==> src/rtl/lsu_pkg.sv <==
// Shared definitions for the memory-stage load/store unit: funct3 encodings,
// FSM state type and the request legality/alignment check.
package lsu_pkg;

  localparam logic [2:0] F3_B  = 3'b000;
  localparam logic [2:0] F3_H  = 3'b001;
  localparam logic [2:0] F3_W  = 3'b010;
  localparam logic [2:0] F3_BU = 3'b100;
  localparam logic [2:0] F3_HU = 3'b101;

  typedef enum logic [1:0] {
    IDLE  = 2'd0,
    READ  = 2'd1,
    WRITE = 2'd2,
    RESP  = 2'd3
  } lsu_state_t;

  // True when the request must be answered with resp_misaligned instead of a
  // memory access: unknown funct3 for its direction, or a misaligned address.
  function automatic logic lsu_req_err(input logic       we,
                                       input logic [2:0] funct3,
                                       input logic [1:0] addr_lo);
    logic legal;
    logic misaligned;
    if (we) legal = funct3 inside {F3_B, F3_H, F3_W};
    else    legal = funct3 inside {F3_B, F3_H, F3_W, F3_BU, F3_HU};
    misaligned = ((funct3[1:0] == 2'b01) && addr_lo[0]) ||
                 ((funct3[1:0] == 2'b10) && (addr_lo != 2'b00));
    return !legal || misaligned;
  endfunction

endpackage

==> src/rtl/lsu_load_align.sv <==
// Load-data aligner: picks the addressed byte/halfword lane of a little-endian
// word and sign- or zero-extends it according to funct3.
module lsu_load_align
  import lsu_pkg::*;
#(
  parameter int XLEN = 32
) (
  input  logic [XLEN-1:0] word_i,
  input  logic [1:0]      addr_i,
  input  logic [2:0]      funct3_i,
  output logic [XLEN-1:0] data_o
);

  logic [XLEN-1:0] shifted;

  always_comb begin
    // NOTE: every output gets a value on every path, otherwise a latch is inferred.
    data_o  = '0;
    shifted = word_i >> {addr_i, 3'b000};
    case (funct3_i)
      F3_B:    data_o = {{(XLEN-8){shifted[7]}}, shifted[7:0]};
      F3_H:    data_o = {{(XLEN-16){shifted[15]}}, shifted[15:0]};
      F3_W:    data_o = word_i;
      F3_BU:   data_o = {{(XLEN-8){1'b0}}, shifted[7:0]};
      F3_HU:   data_o = {{(XLEN-16){1'b0}}, shifted[15:0]};
      default: data_o = '0;
    endcase
  end

endmodule

==> src/rtl/mem_stage_lsu.sv <==
// Load/store unit between EX/MEM and a word-write dmem. Sub-word stores are
// done as read-modify-write; loads return extended data with a misalign flag.
module mem_stage_lsu
  import lsu_pkg::*;
#(
  parameter int XLEN    = 32,
  parameter int DMEM_AW = 8
) (
  input  logic               clk,
  input  logic               reset,
  input  logic               req_valid,
  output logic               req_ready,
  input  logic               req_we,
  input  logic [2:0]         req_funct3,
  input  logic [XLEN-1:0]    req_addr,
  input  logic [XLEN-1:0]    req_wdata,
  output logic               resp_valid,
  output logic [XLEN-1:0]    resp_rdata,
  output logic               resp_misaligned,
  output logic               dmem_we,
  output logic [DMEM_AW-1:0] dmem_a,
  output logic [XLEN-1:0]    dmem_wd,
  input  logic [XLEN-1:0]    dmem_rd
);

  lsu_state_t         state_q;
  logic               we_q;
  logic [2:0]         funct3_q;
  logic [DMEM_AW-1:0] addr_q;
  logic [XLEN-1:0]    wdata_q;
  logic [XLEN-1:0]    merge_q;
  logic [XLEN-1:0]    resp_rdata_q;
  logic               resp_mis_q;

  logic               accept;
  logic               req_err;
  logic [XLEN-1:0]    load_data;
  logic [XLEN-1:0]    wd_d;

  // Address bits above the dmem window are deliberately ignored (wrap-around).
  logic unused_addr_hi;
  assign unused_addr_hi = ^req_addr[XLEN-1:DMEM_AW];

  assign req_ready = (state_q == IDLE) && !reset;
  assign accept    = req_valid && req_ready;
  assign req_err   = lsu_req_err(req_we, req_funct3, req_addr[1:0]);

  lsu_load_align #(.XLEN(XLEN)) u_load_align (
    .word_i   (dmem_rd),
    .addr_i   (addr_q[1:0]),
    .funct3_i (funct3_q),
    .data_o   (load_data)
  );

  // Store word: the old word with the addressed lane replaced, or the full word for SW.
  always_comb begin
    wd_d = merge_q;
    case (funct3_q)
      F3_B:    wd_d[{addr_q[1:0], 3'b000} +: 8]  = wdata_q[7:0];
      F3_H:    wd_d[{addr_q[1], 4'b0000} +: 16] = wdata_q[15:0];
      default: wd_d = wdata_q;
    endcase
  end

  always_ff @(posedge clk) begin
    // NOTE: state registers use non-blocking assignments so every flop samples
    // the pre-edge values regardless of statement order.
    if (reset) begin
      state_q      <= IDLE;
      we_q         <= 1'b0;
      funct3_q     <= 3'b000;
      addr_q       <= '0;
      wdata_q      <= '0;
      merge_q      <= '0;
      resp_rdata_q <= '0;
      resp_mis_q   <= 1'b0;
    end else begin
      case (state_q)
        IDLE: begin
          if (accept) begin
            we_q     <= req_we;
            funct3_q <= req_funct3;
            addr_q   <= req_addr[DMEM_AW-1:0];
            wdata_q  <= req_wdata;
            if (req_err) begin
              resp_rdata_q <= '0;
              resp_mis_q   <= 1'b1;
              state_q      <= RESP;
            end else if (req_we && (req_funct3 == F3_W)) begin
              state_q <= WRITE;
            end else begin
              state_q <= READ;
            end
          end
        end
        READ: begin
          if (we_q) begin
            merge_q <= dmem_rd;
            state_q <= WRITE;
          end else begin
            resp_rdata_q <= load_data;
            resp_mis_q   <= 1'b0;
            state_q      <= RESP;
          end
        end
        WRITE: begin
          resp_rdata_q <= '0;
          resp_mis_q   <= 1'b0;
          state_q      <= RESP;
        end
        default: state_q <= IDLE;
      endcase
    end
  end

  assign resp_valid      = (state_q == RESP);
  assign resp_rdata      = resp_rdata_q;
  assign resp_misaligned = resp_mis_q;

  // Write enable is cut combinationally by reset so an in-flight RMW never lands.
  assign dmem_we = (state_q == WRITE) && !reset;
  assign dmem_a  = ((state_q == READ) || (state_q == WRITE)) ? addr_q : '0;
  assign dmem_wd = (state_q == WRITE) ? wd_d : '0;

endmodule

==> config.mk <==
export PLATFORM = sky130hd
export DESIGN_NAME = mem_stage_lsu
export DESIGN_NICKNAME = d
export VERILOG_FILES = /design/src/rtl/lsu_pkg.sv /design/src/rtl/lsu_load_align.sv /design/src/rtl/mem_stage_lsu.sv
export SDC_FILE = /design/constraint.sdc
export NUM_CORES = 1
export LEC_CHECK = 0
export ABC_CLOCK_PERIOD_IN_PS = 6800
export CORE_MARGIN = 10
export CORE_UTILIZATION = 35
export CTS_CLUSTER_DIAMETER = 80
export DETAILED_ROUTE_END_ITERATION = 8
export DONT_BUFFER_PORTS = 1
export PLACE_DENSITY = 0.6
export SLEW_MARGIN = 20
export SYNTH_ARGS = -nofsm -noshare
export SYNTH_HDL_FRONTEND = slang
export SYNTH_SLANG_ARGS = --single-unit
==> constraint.sdc <==
create_clock -name clk -period 6.8 [get_ports clk]
set_clock_uncertainty 0.2 [all_clocks]
set_input_delay 0.68 -clock clk [delete_from_list [all_inputs] [get_ports clk]]
set_output_delay 0.68 -clock clk [all_outputs]
set_load 0.01 [all_outputs]
* Word level (Yosys, flattened, before mapping)
Index checks and enable logic that the tools add are counted. Widths: inputs -> output; s select.
Cells by class: $add $sub $neg 2, eq/ne operators 16, shifts and indexed selects 5, mux-type cells 20, reduce and logical (&&, ||, !) cells 21
Operators with widths (count):
- $pmux 32 s5 | 1
- $mux 32 | 4
- $pmux 32 s3 | 1
- $bwmux 32 | 2
- $pmux 32 s2 | 1
- $shift 16x7->32 const A | 1
- $shift 8x7->32 const A | 1
- $shiftx 16x7->32 | 1
- $shiftx 8x7->32 | 1
- $shr 32x5->16 | 1
- $neg 5->7 | 2
- $eq 3x3->1 const B | 4
- $mux 8 | 1
- $eq 2x2->1 const B | 3
- $eq 3x1->1 const B | 2
- $eq 3x2->1 const B | 2
- $logic_and 1x1->1 | 6
- $logic_not 3->1 | 2
- $mux 2 | 3
- $ne 2x2->1 const B | 3
- $pmux 2 s3 | 1
- $reduce_bool 3->1 | 2
- $mux 1 | 5
- $reduce_bool 5->1 | 1
- other kinds (8) | 13
Word-level totals: flip-flop bits (word level) 111, input port bits 103, output and inout bits 76, logic and storage cells 72

* Depth between registers and ports, before layout
depth after elaboration 8, mapped depth 8, mapped depth without buffers 6

* By module
A second synthesis with hierarchy kept.
Unflattened totals: cells, all modules 797, area, all modules 6342.3 µm²
Modules (own cells, without submodules):
- mem_stage_lsu | instances 1, cells an instance 683, area each 5505.3 µm², sequential area each 2222.1 µm²
- lsu_load_align | instances 1, cells an instance 114, area each 837.1 µm², sequential area each 0.0 µm²

* Worst setup path after synthesis
Ideal clock, no wire load.
path kind register to output, start point reg addr_q[1], end point out dmem_wd[24], arrival 2.949 ns, data required time 5.920 ns, slack 2.971 ns, stages on the path, launching flop included 9, buffers on the path 2, cells stage by stage dfxtp_1 buf_2 buf_1 inv_1 ha_1 or3b_2 nor4_1 a222oi_1 a21boi_0
On the way: longest elaborated chain between the ends 5, elaborated cells on any way between the ends 10, those cells by class add/sub (2); shift (4); mux (4)
Ends and longest elaborated chain:
- from (decl) | RTL line mem_stage_lsu.sv:29 | logic [DMEM_AW-1:0] addr_q;
- from (signal assigned) | RTL line mem_stage_lsu.sv:83 | addr_q <= req_addr[DMEM_AW-1:0];
- $neg 5->7, on equally long branches | RTL line mem_stage_lsu.sv:60, mem_stage_lsu.sv:59
- $shiftx 16x7->32 (tied with other cells) | RTL line mem_stage_lsu.sv:60 | F3_H: wd_d[{addr_q[1], 4'b0000} +: 16] = wdata_q[15:0];
- $bwmux 32, on equally long branches | RTL line mem_stage_lsu.sv:60, mem_stage_lsu.sv:59
- $pmux 32 s2 (*) | RTL line mem_stage_lsu.sv:58 | case (funct3_q)
- $mux 32 (*) | RTL line mem_stage_lsu.sv:123 | assign dmem_wd = (state_q == WRITE) ? wd_d : '0;
- to (decl) | RTL line mem_stage_lsu.sv:22 | output logic [XLEN-1:0] dmem_wd,
Mark *: on every way between the ends. The rest lies on a longest branch, timed or not.

* Worst setup path after layout
Ends and elaborated chain as after synthesis.

==> metrics.txt <==
fmax=about 230 MHz; Synth Area in Compound Gates=approximately 25%; Num CTS Buffers=9; max_cap viols=0; area leader, netlist=dfxtp_1; Seq/Total Area, Yosys=between 30% and 40%; Worst-path clk slew=around 0.070 ns; drt wl/cell=between 20 and 25 microns; Buffers on Ports=0; via count=approximately 5k; initial antenna violation count=0; area grow syn2layout=7.34%; share of layout cells above drive strength 1=under 10%; CP Data Arrival Time=about 3.5 ns; Util after Layout=a little under two fifths; mux contribution to synthesized area=1.92%; ys async rst share=0%; Slew @ Worst Pin=1.19 ns; final hold slack=0.210 ns; CTS Buffer Depth=2; Hold Vio Cnt, Final=0; most frequent cells in the layout=169 x nand2_1, 111 x dfxtp_1, 43 x nand3b_1; 1st-iter DRT viols=approximately 540; cell area after synthesis=between 5000 and 6000 sq um; Net Sw Power=a little over 800 uW; CORE AREA=around 16000 sq um; vias in the first global route=4906; hold depth=1; Global Route Usage Sum=17.2%; Diodes inserted=0; fin crit share=between 60% and 70%; Core Rows=47; clock share of power=roughly a quarter; top-area cell type share of the netlist area=about two fifths; hold_buf cts=0; Worst VDD drop=between 150 and 200 uV; dpl cells=860; Gate power share=around 33%; final setup vio count=0; Worst Hold Class=in2reg; Worst slew margin=between 15 and 20%; largest net degree at the start of global routing=between 100 and 150; Synth Area in Simple Gates=roughly a quarter; Post-synth EDFFs=0; Synth cell types=53; Synth Area in Adders=approximately 2.2%; ANT nets after route=0; Syn Area/Cell=8.41 sq um; Top FF cell, synth=dfxtp_1; min-delay src=reset; Reg power frac=between 40% and 50%; # H-tree levels=3; pre-CTS WS=2.80 ns; Internal=~1.3 mW; RR Endpoint=resp_rdata[28]; initial core utilization=around 35%; RSZ-0062 raised after global routing=false; total die area=around 22000 sq um; Worst R2R Start=state_q[0]; main combinational cell family by area after synthesis=simple AND/OR/NAND/NOR gates; #FFs+latches synth=about 110; DIE HEIGHT=around 150 microns; run status=finished clean; commonest non-fill, non-tap cell in the layout=nand2_1; drt drc=0; grt ovf=0; DRT Pass-1 Iters=6; fillers=1662; DP HPWL=around 15 mm; Mapped Nets=804; Synth Instances=between 600 and 700; I/O Pins=between 150 and 200; startpoint types=register; TritonCTS clock tree=yes; Crit. End Element=output pin; Min-Delay Endpoint=merge_q[0]; RD Place Congestion=~0.9; post-layout min period=approximately 4.4 ns; Max Transition Viols Final=0; setup ws final=around 2.4 ns; Max FO, Critical Path=23; Lkg Pwr=roughly 2.1 nW; CTS Sinks=roughly 110; Worst EP required=roughly 5.9 ns; Die W=149 microns; WS Path Type=reg2out; PostCTS Resize Cnt=0; global-route wire length before repair=~30 mm; Finished Layout Cells=876; clk_lat worst skew=0.36 ns; power per cell area=342 nW/um^2; register-to-register setup slack=about 3.8 ns; Sw Share=between 30% and 40%; Final #Nets=between 700 and 800; Setup TNS Final=0 ns; final wirelength=19.7 mm; postcts setup bufs=0; YS warnings=0; Synth area leaders=dfxtp_1 38%, nand2_1 11%, o32ai_2 5.6%; Via density=between 5 and 6; Synth Area in XOR/XNOR=less than 1%; root buffer cell=clkbuf_16; R2R cell count=6
-- how the worst max path moves through the flow --
stage | from | cells after the start | slack [ns] | end
floorplan | addr_q[1] | 8 | 2.97 | dmem_wd[24]
global placement | addr_q[0] | 7 | 2.89 | dmem_wd[31]
detailed placement | addr_q[0] | 7 | 2.80 | dmem_wd[31]
CTS | addr_q[0] | 7 | 2.38 | dmem_wd[31]
global route | addr_q[0] | 7 | 2.13 | dmem_wd[31]
finish | addr_q[1] | 7 | 2.38 | dmem_wd[24]
-- power groups by stage --
stage,combinational [mW],clock [mW],sequential [mW]
after floorplan,0.594,0,0.822
after detailed placement,0.704,0,0.887
after CTS,0.708,0.565,0.872
final,0.706,0.555,0.874
after global placement,0.680,0,0.882
after global routing,0.779,0.594,0.886
-- worst max-delay path, stage by stage, from the launching register on --
cell and delay, ns:
dfxtp_1 0.91, inv_1 0.23, ha_1 0.39, or3b_2 0.48, nor4_1 0.24, buf_4 0.23, a222oi_1 0.11, a21boi_0 0.59
-- flip-flops by register name (all words and copies together) (netlist names) --
name	count
we_q	1
funct3_q	3
resp_rdata	32
wdata_q	32
addr_q	8
resp_misaligned	1
merge_q	32
state_q	2
-- through the flow --
| stage | cell area (sq um) | power, mW |
|---|---|---|
| after detailed placement | 5920 | 1.59 |
| after floorplan | 5810 | 1.42 |
| after global placement | 5910 | 1.56 |
| after CTS | 6230 | 2.14 |
| final | 6240 | 2.14 |
| after global routing | 6240 | 2.26 |
-- Yosys cell counts (2+ instances only) --
cell type and instances:
a21boi_0 13, a221oi_1 18, a32oi_1 7, a222oi_1 24
a211o_1 2, buf_1 7, nand2_1 169, clkbuf_1 44
nand3b_1 43, ha_1 10, and2_1 9, nor2_1 5
inv_1 34, nor4_1 5, nor2b_1 30, buf_6 3
or2_2 2, a22oi_1 15, a211oi_1 4, and3_1 7
nor4bb_1 2, o32ai_2 20, nand2b_1 11, buf_2 4
o21ai_0 6, a21oi_1 35, dfxtp_1 111, o31ai_1 3
nor3_1 5, nor3b_1 4, mux2_2 7, o32ai_1 11
-- logic make-up (layout without fill, tap and decap cells) --
logic type / count (synthesis) / count (layout)
xor gates and xnor gates: 1 / 1
adders and majority gates: 10 / 10
AOI/OAI and AO/OA: 169 / 169
and+or+nand+nor: 299 / 299
buffers and inverters: 92 / 57
DFF: 111 / 111
muxes: 9 / 9
-- layout make-up --
class	instances	area, sq um	area share (%)
multi-input cells	488	3250	52.0
flip-flops and latches	111	2220	35.6
well taps	220	275	4.41
clock buffers	10	239	3.83
inverters	34	128	2.05
clock inverters	6	68.8	1.10
repair buffers	7	60.1	0.963
-- routing by layer --
layer  part of all wire [%]  global-route usage (%)  up-vias
li1                       -                       -     2414
met1                     39                    20.2     2453
met2                     49                    28.2      223
met3                    8.8                    5.64       41
met4                    3.1                    7.46        0
met5                      0                       0        -
Power figures use the tool's default switching activity.
==> patch 1 (same flow settings) <==
`DMEM_AW`: 8 -> 7.
--- a/src/rtl/mem_stage_lsu.sv
+++ b/src/rtl/mem_stage_lsu.sv
@@ -6,3 +6,3 @@
   parameter int XLEN    = 32,
-  parameter int DMEM_AW = 8
+  parameter int DMEM_AW = 7
 ) (
Ports: changed (resized dmem_a); port bits go from 179 to 178. The function was not compared with the original's and may differ.
==> patch 1 against the unedited design <==
- critical path depth decreased by 1
- highest routed layer is now met5
- final area grew 0.72%
- worst setup slack got worse by 85 ps
- routed wire length increased by 0.79%
- synthesized cell count shrank 0.87%
- synthesized area is 4.0% higher
- total power down 1.9%
- largest cell class unchanged
- sequential share of layout area decreased by 0.57 points
- first-iteration DRC count is 25% higher
- global-route usage decreased by 0.12 points
- sequential cell count shrank 1
- die area increased by 3.5%
- clock power decreased by 9.0%
==> patch 1: results <==
metrics = {
    "run_status": {
        "status": "complete, no violations",
    },
    "power": {
        "p_leak_nw": 2.10,
        "pwr-share-comb_pct": 34.3,
        "p_seq_share_pct": 41.6,
        "sw_frac_of_total_pct": 39.3,
        "vdd_ir_drop_max_v": 0.000218,
    },
    "setup_path": {
        "r2r_cells": 4,
        "cp.arrival_ps": 3630,
        "rr_startpoint": "addr_q[1]",
        "critPathMaxStageDelay_ps": 810,
        "critPathMaxFanout": 21,
        "startpoint": "addr_q[0]",
        "regToRegSetupSlack_ps": 3930,
        "r2r_end": "resp_rdata[16]",
    },
    "final_layout": {
        "final_layout_size_suffix_gt1_share_pct": 12.3,
        "clk_share_pct": 4.38,
        "final-nonclk-buf-share_pct": 0.597,
        "num-nonclk-buffers": 5,
        "multi_input_comb_cells": 486,
        "n_fill_cell": 1771,
        "fin_nets": 759,
        "register_area_um2": 2200,
    },
    "logic_synthesis": {
        "synth_seq_area_share_pct": 36.4,
        "synthCells": 685,
        "syn_nets": 798,
        "ys_top_cells_by_count": "168 x nand2_1, 110 x dfxtp_1, 41 x nand3b_1",
        "synth_area_leaders": "dfxtp_1 36%, nand2_1 10%, o32ai_2 5.4%, nand3b_1 5.1%, a222oi_1 4.0%",
        "synth_cell_type_count": 68,
        "synth_area_um2": 6050,
    },
    "route": {
        "routed_wl_mm": 19.9,
        "wl_met3_mm": 2.20,
        "viasPerCell": 5.86,
        "dr_wl_met2_mm": 9.72,
        "drtIter0Drc": 678,
    },
    "place": {
        "hpwl_mm": 15.0,
        "place_area_um2": 6000,
    },
    "sta": {
        "holdWs_ps": 199,
    },
    "grt": {
        "grt_pass1_wl_mm": 29.8,
        "grt_use_met1_pct": 19.8,
        "grt_max_degree": 124,
        "antenna_found_initial": 1,
        "globalRouteMet3Util_pct": 6.12,
        "grtUsageTotal_pct": 17.1,
    },
    "hold_path": {
        "worstHoldEndpoint": "merge_q[2]",
    },
}
patch 1: cell count changes in the layout (fill, tap and decap cells not counted), moves of 3 or more:
cell / unedited run / this run
and3_2: 0 / 7
a32o_1: 0 / 3
and3_1: 7 / 0
nor4_1: 5 / 2
a32oi_1: 7 / 4
o211ai_1: 0 / 3
nand2b_1: 11 / 8
patch 1: how the worst max path moves through the flow:
stage | cells after the start | slack [ps] | end
floorplan | 8 | 3520 | dmem_wd[24]
global route | 6 | 2030 | dmem_wd[25]
CTS | 6 | 2290 | dmem_wd[25]
detailed placement | 6 | 2690 | dmem_wd[25]
finish | 6 | 2290 | dmem_wd[25]
global placement | 6 | 2770 | dmem_wd[25]
patch 1: cell families (layout without fill, tap and decap cells):
family,Yosys count,in the layout,share of synthesized area (%)
AOI/OAI and AO/OA,172,172,25.1
and+or+nand+nor,294,294,26.1
muxes,9,9,1.84
xor gates and xnor gates,1,1,0.145
DFF,110,110,36.4
adders and majority gates,10,10,2.07
buffers and inverters,89,55,8.27
==> patch 2 (same flow settings) <==
Without the edit above. The 4 states of `lsu_state_t` get a Gray code encoding in 2 bits.
--- a/src/rtl/lsu_pkg.sv
+++ b/src/rtl/lsu_pkg.sv
@@ -11,6 +11,6 @@
   typedef enum logic [1:0] {
-    IDLE  = 2'd0,
-    READ  = 2'd1,
-    WRITE = 2'd2,
-    RESP  = 2'd3
+    IDLE  = 2'b00,
+    READ  = 2'b01,
+    WRITE = 2'b11,
+    RESP  = 2'b10
   } lsu_state_t;
Behaviour: no difference found for any inputs over 4 cycles, from zero or initial values and one cycle with reset high; so few cycles prove little.
==> patch 2 against the unedited design <==
- cell count is the same
- routed wire length shrank 2.9%
- sequential cell count is the same
- final area shrank 3.1%
- worst setup slack gained 400 ps
- synthesized area shrank 1.8%
- maximum frequency grew 9.9%
- critical path type unchanged
Power is not compared: it rests on default switching activity, and its combinational part moved more than twofold at a synthesized area within 25%.
==> patch 2: results <==
metrics = {
    "grt": {
        "grt_max_degree": 90,
        "antenna_found_initial": 0,
        "grtUsageTotal_pct": 16.7,
        "grt_pass1_vias": 4897,
        "grt_pass1_wl_mm": 28.7,
    },
    "setup_path": {
        "cp.arrival_ps": 3150,
        "regToRegSetupSlack_ps": 4230,
        "r2r_end": "resp_rdata[18]",
        "slowest_stage": "dfxtp_1",
        "rr_startpoint": "funct3_q[0]",
        "cpLargestDelayFamily": "flip-flops",
        "critPathMaxStageDelay_ps": 910,
        "critPathMaxFanout": 25,
        "r2r_cells": 5,
    },
    "route": {
        "drtIter0Drc": 598,
        "drt_pass1_iterations": 9,
        "vias": 5084,
        "routedWlPerCell_um": 21.9,
    },
    "logic_synthesis": {
        "synth_cell_type_count": 53,
        "syn_nets": 805,
        "synth_seq_area_share_pct": 38.9,
        "yosys_warnings": 0,
        "synth_area_leaders": "dfxtp_1 39%, nand2_1 9.4%, o21ai_0 5.8%, nand2b_1 5.0%, a22o_1 4.9%",
        "synthArstFlopShare_pct": 0,
        "ys_top_cells_by_count": "143 x nand2_1, 111 x dfxtp_1, 66 x o21ai_0",
    },
    "place": {
        "hpwl_mm": 14.4,
        "portBuffers": 0,
        "pre_cts_ws_ps": 3210,
        "place_congestion": 0.865,
    },
    "cts": {
        "clk_latency_ps": 350,
        "cts_buffers": 9,
        "clk_path_buf_depth": 2,
        "path_clk_slew_ps": 70,
        "postCtsSetupBuffers": 0,
        "cts_resized": 0,
        "root_buffer": "clkbuf_16",
        "htreeDepth": 3,
    },
    "sta": {
        "worst_pin_slew_ps": 899,
        "holdWs_ps": 195,
    },
    "final_layout": {
        "n_fill_cell": 1658,
        "antenna_cells": 0,
        "fin_nets": 763,
        "final_layout_size_suffix_gt1_share_pct": 7.58,
    },
    "power": {
        "vdd_ir_drop_max_v": 0.000135,
        "p_leak_nw": 1.92,
    },
    "run_status": {
        "status": "complete, no violations",
    },
    "hold_path": {
        "worstHoldStart": "reset",
        "hold_depth": 1,
        "worstHoldEndpoint": "state_q[1]",
        "hp-class": "in -> reg",
    },
}
## patch 2: cell types whose count changed after synthesis, moves of 26 or more
cell / delta
nand2b_1: +35
nand2_1: -26
nand3b_1: -41
o21ai_0: +60
a22o_1: +32
inv_1: -32
## patch 2: where the power goes
group          internal (mW)  total (mW)  leakage, nW  switching, mW
combinational         0.0787       0.205        0.893          0.126
clock                  0.249       0.486        0.120          0.237
sequential             0.678       0.715        0.903         0.0378
## patch 2: per-layer routing
layer | vias up | GRT usage [%] | part of all wire [%]
met4 | 0 | 5.30 | 1.8
li1 | 2425 | - | -
met3 | 26 | 5.86 | 9.6
met2 | 205 | 28.1 | 49
met1 | 2428 | 19.5 | 40
met5 | - | 0 | 0
## patch 2: through the flow
stage,instances,power [mW],area (um^2)
after floorplan,697,0.893,5710
after global placement,860,0.925,5770
after detailed placement,860,0.931,5770
after CTS,876,1.42,6030
after global routing,876,1.47,6040
final,876,1.41,6040
## patch 2: layout make-up
class                   count  area, um^2  share of cell area (%)
multi-input cells         523        3230                    53.4
flip-flops and latches    111        2220                    36.8
well taps                 216         270                    4.47
clock buffers              13         240                    3.98
repair buffers              7        52.6                   0.870
clock inverters             3        20.0                   0.331
inverters                   3        11.3                   0.186
## patch 2: how the worst max path moves through the flow
stage | startpoint | depth (start not counted) | to | slack [ps]
floorplan | addr_q[0] | 7 | dmem_wd[16] | 4010
global placement | addr_q[0] | 6 | dmem_wd[19] | 3290
detailed placement | addr_q[0] | 6 | dmem_wd[21] | 3210
CTS | addr_q[0] | 6 | dmem_wd[21] | 2810
global route | addr_q[0] | 6 | dmem_wd[18] | 2580
finish | addr_q[0] | 6 | dmem_wd[15] | 2770
## patch 2: cell families (layout without fill, tap and decap cells)
kind of cell / Yosys count / after routing / synth area share, %
AO/OA/AOI/OAI: 236 / 236 / 28.7
adder cells (fa/ha/maj): 5 / 5 / 1.10
flip-flops: 111 / 111 / 38.9
buffers and inverters: 63 / 26 / 5.02
AND/OR/NAND/NOR: 266 / 266 / 23.2
multiplexers: 16 / 16 / 3.09
## patch 2: worst reg2reg max path: cells and delay by family (launching register included)
kind	cells	cell delay, ps
buf+inv	1	330
mux	1	380
flops	1	560
compound gates	3	980
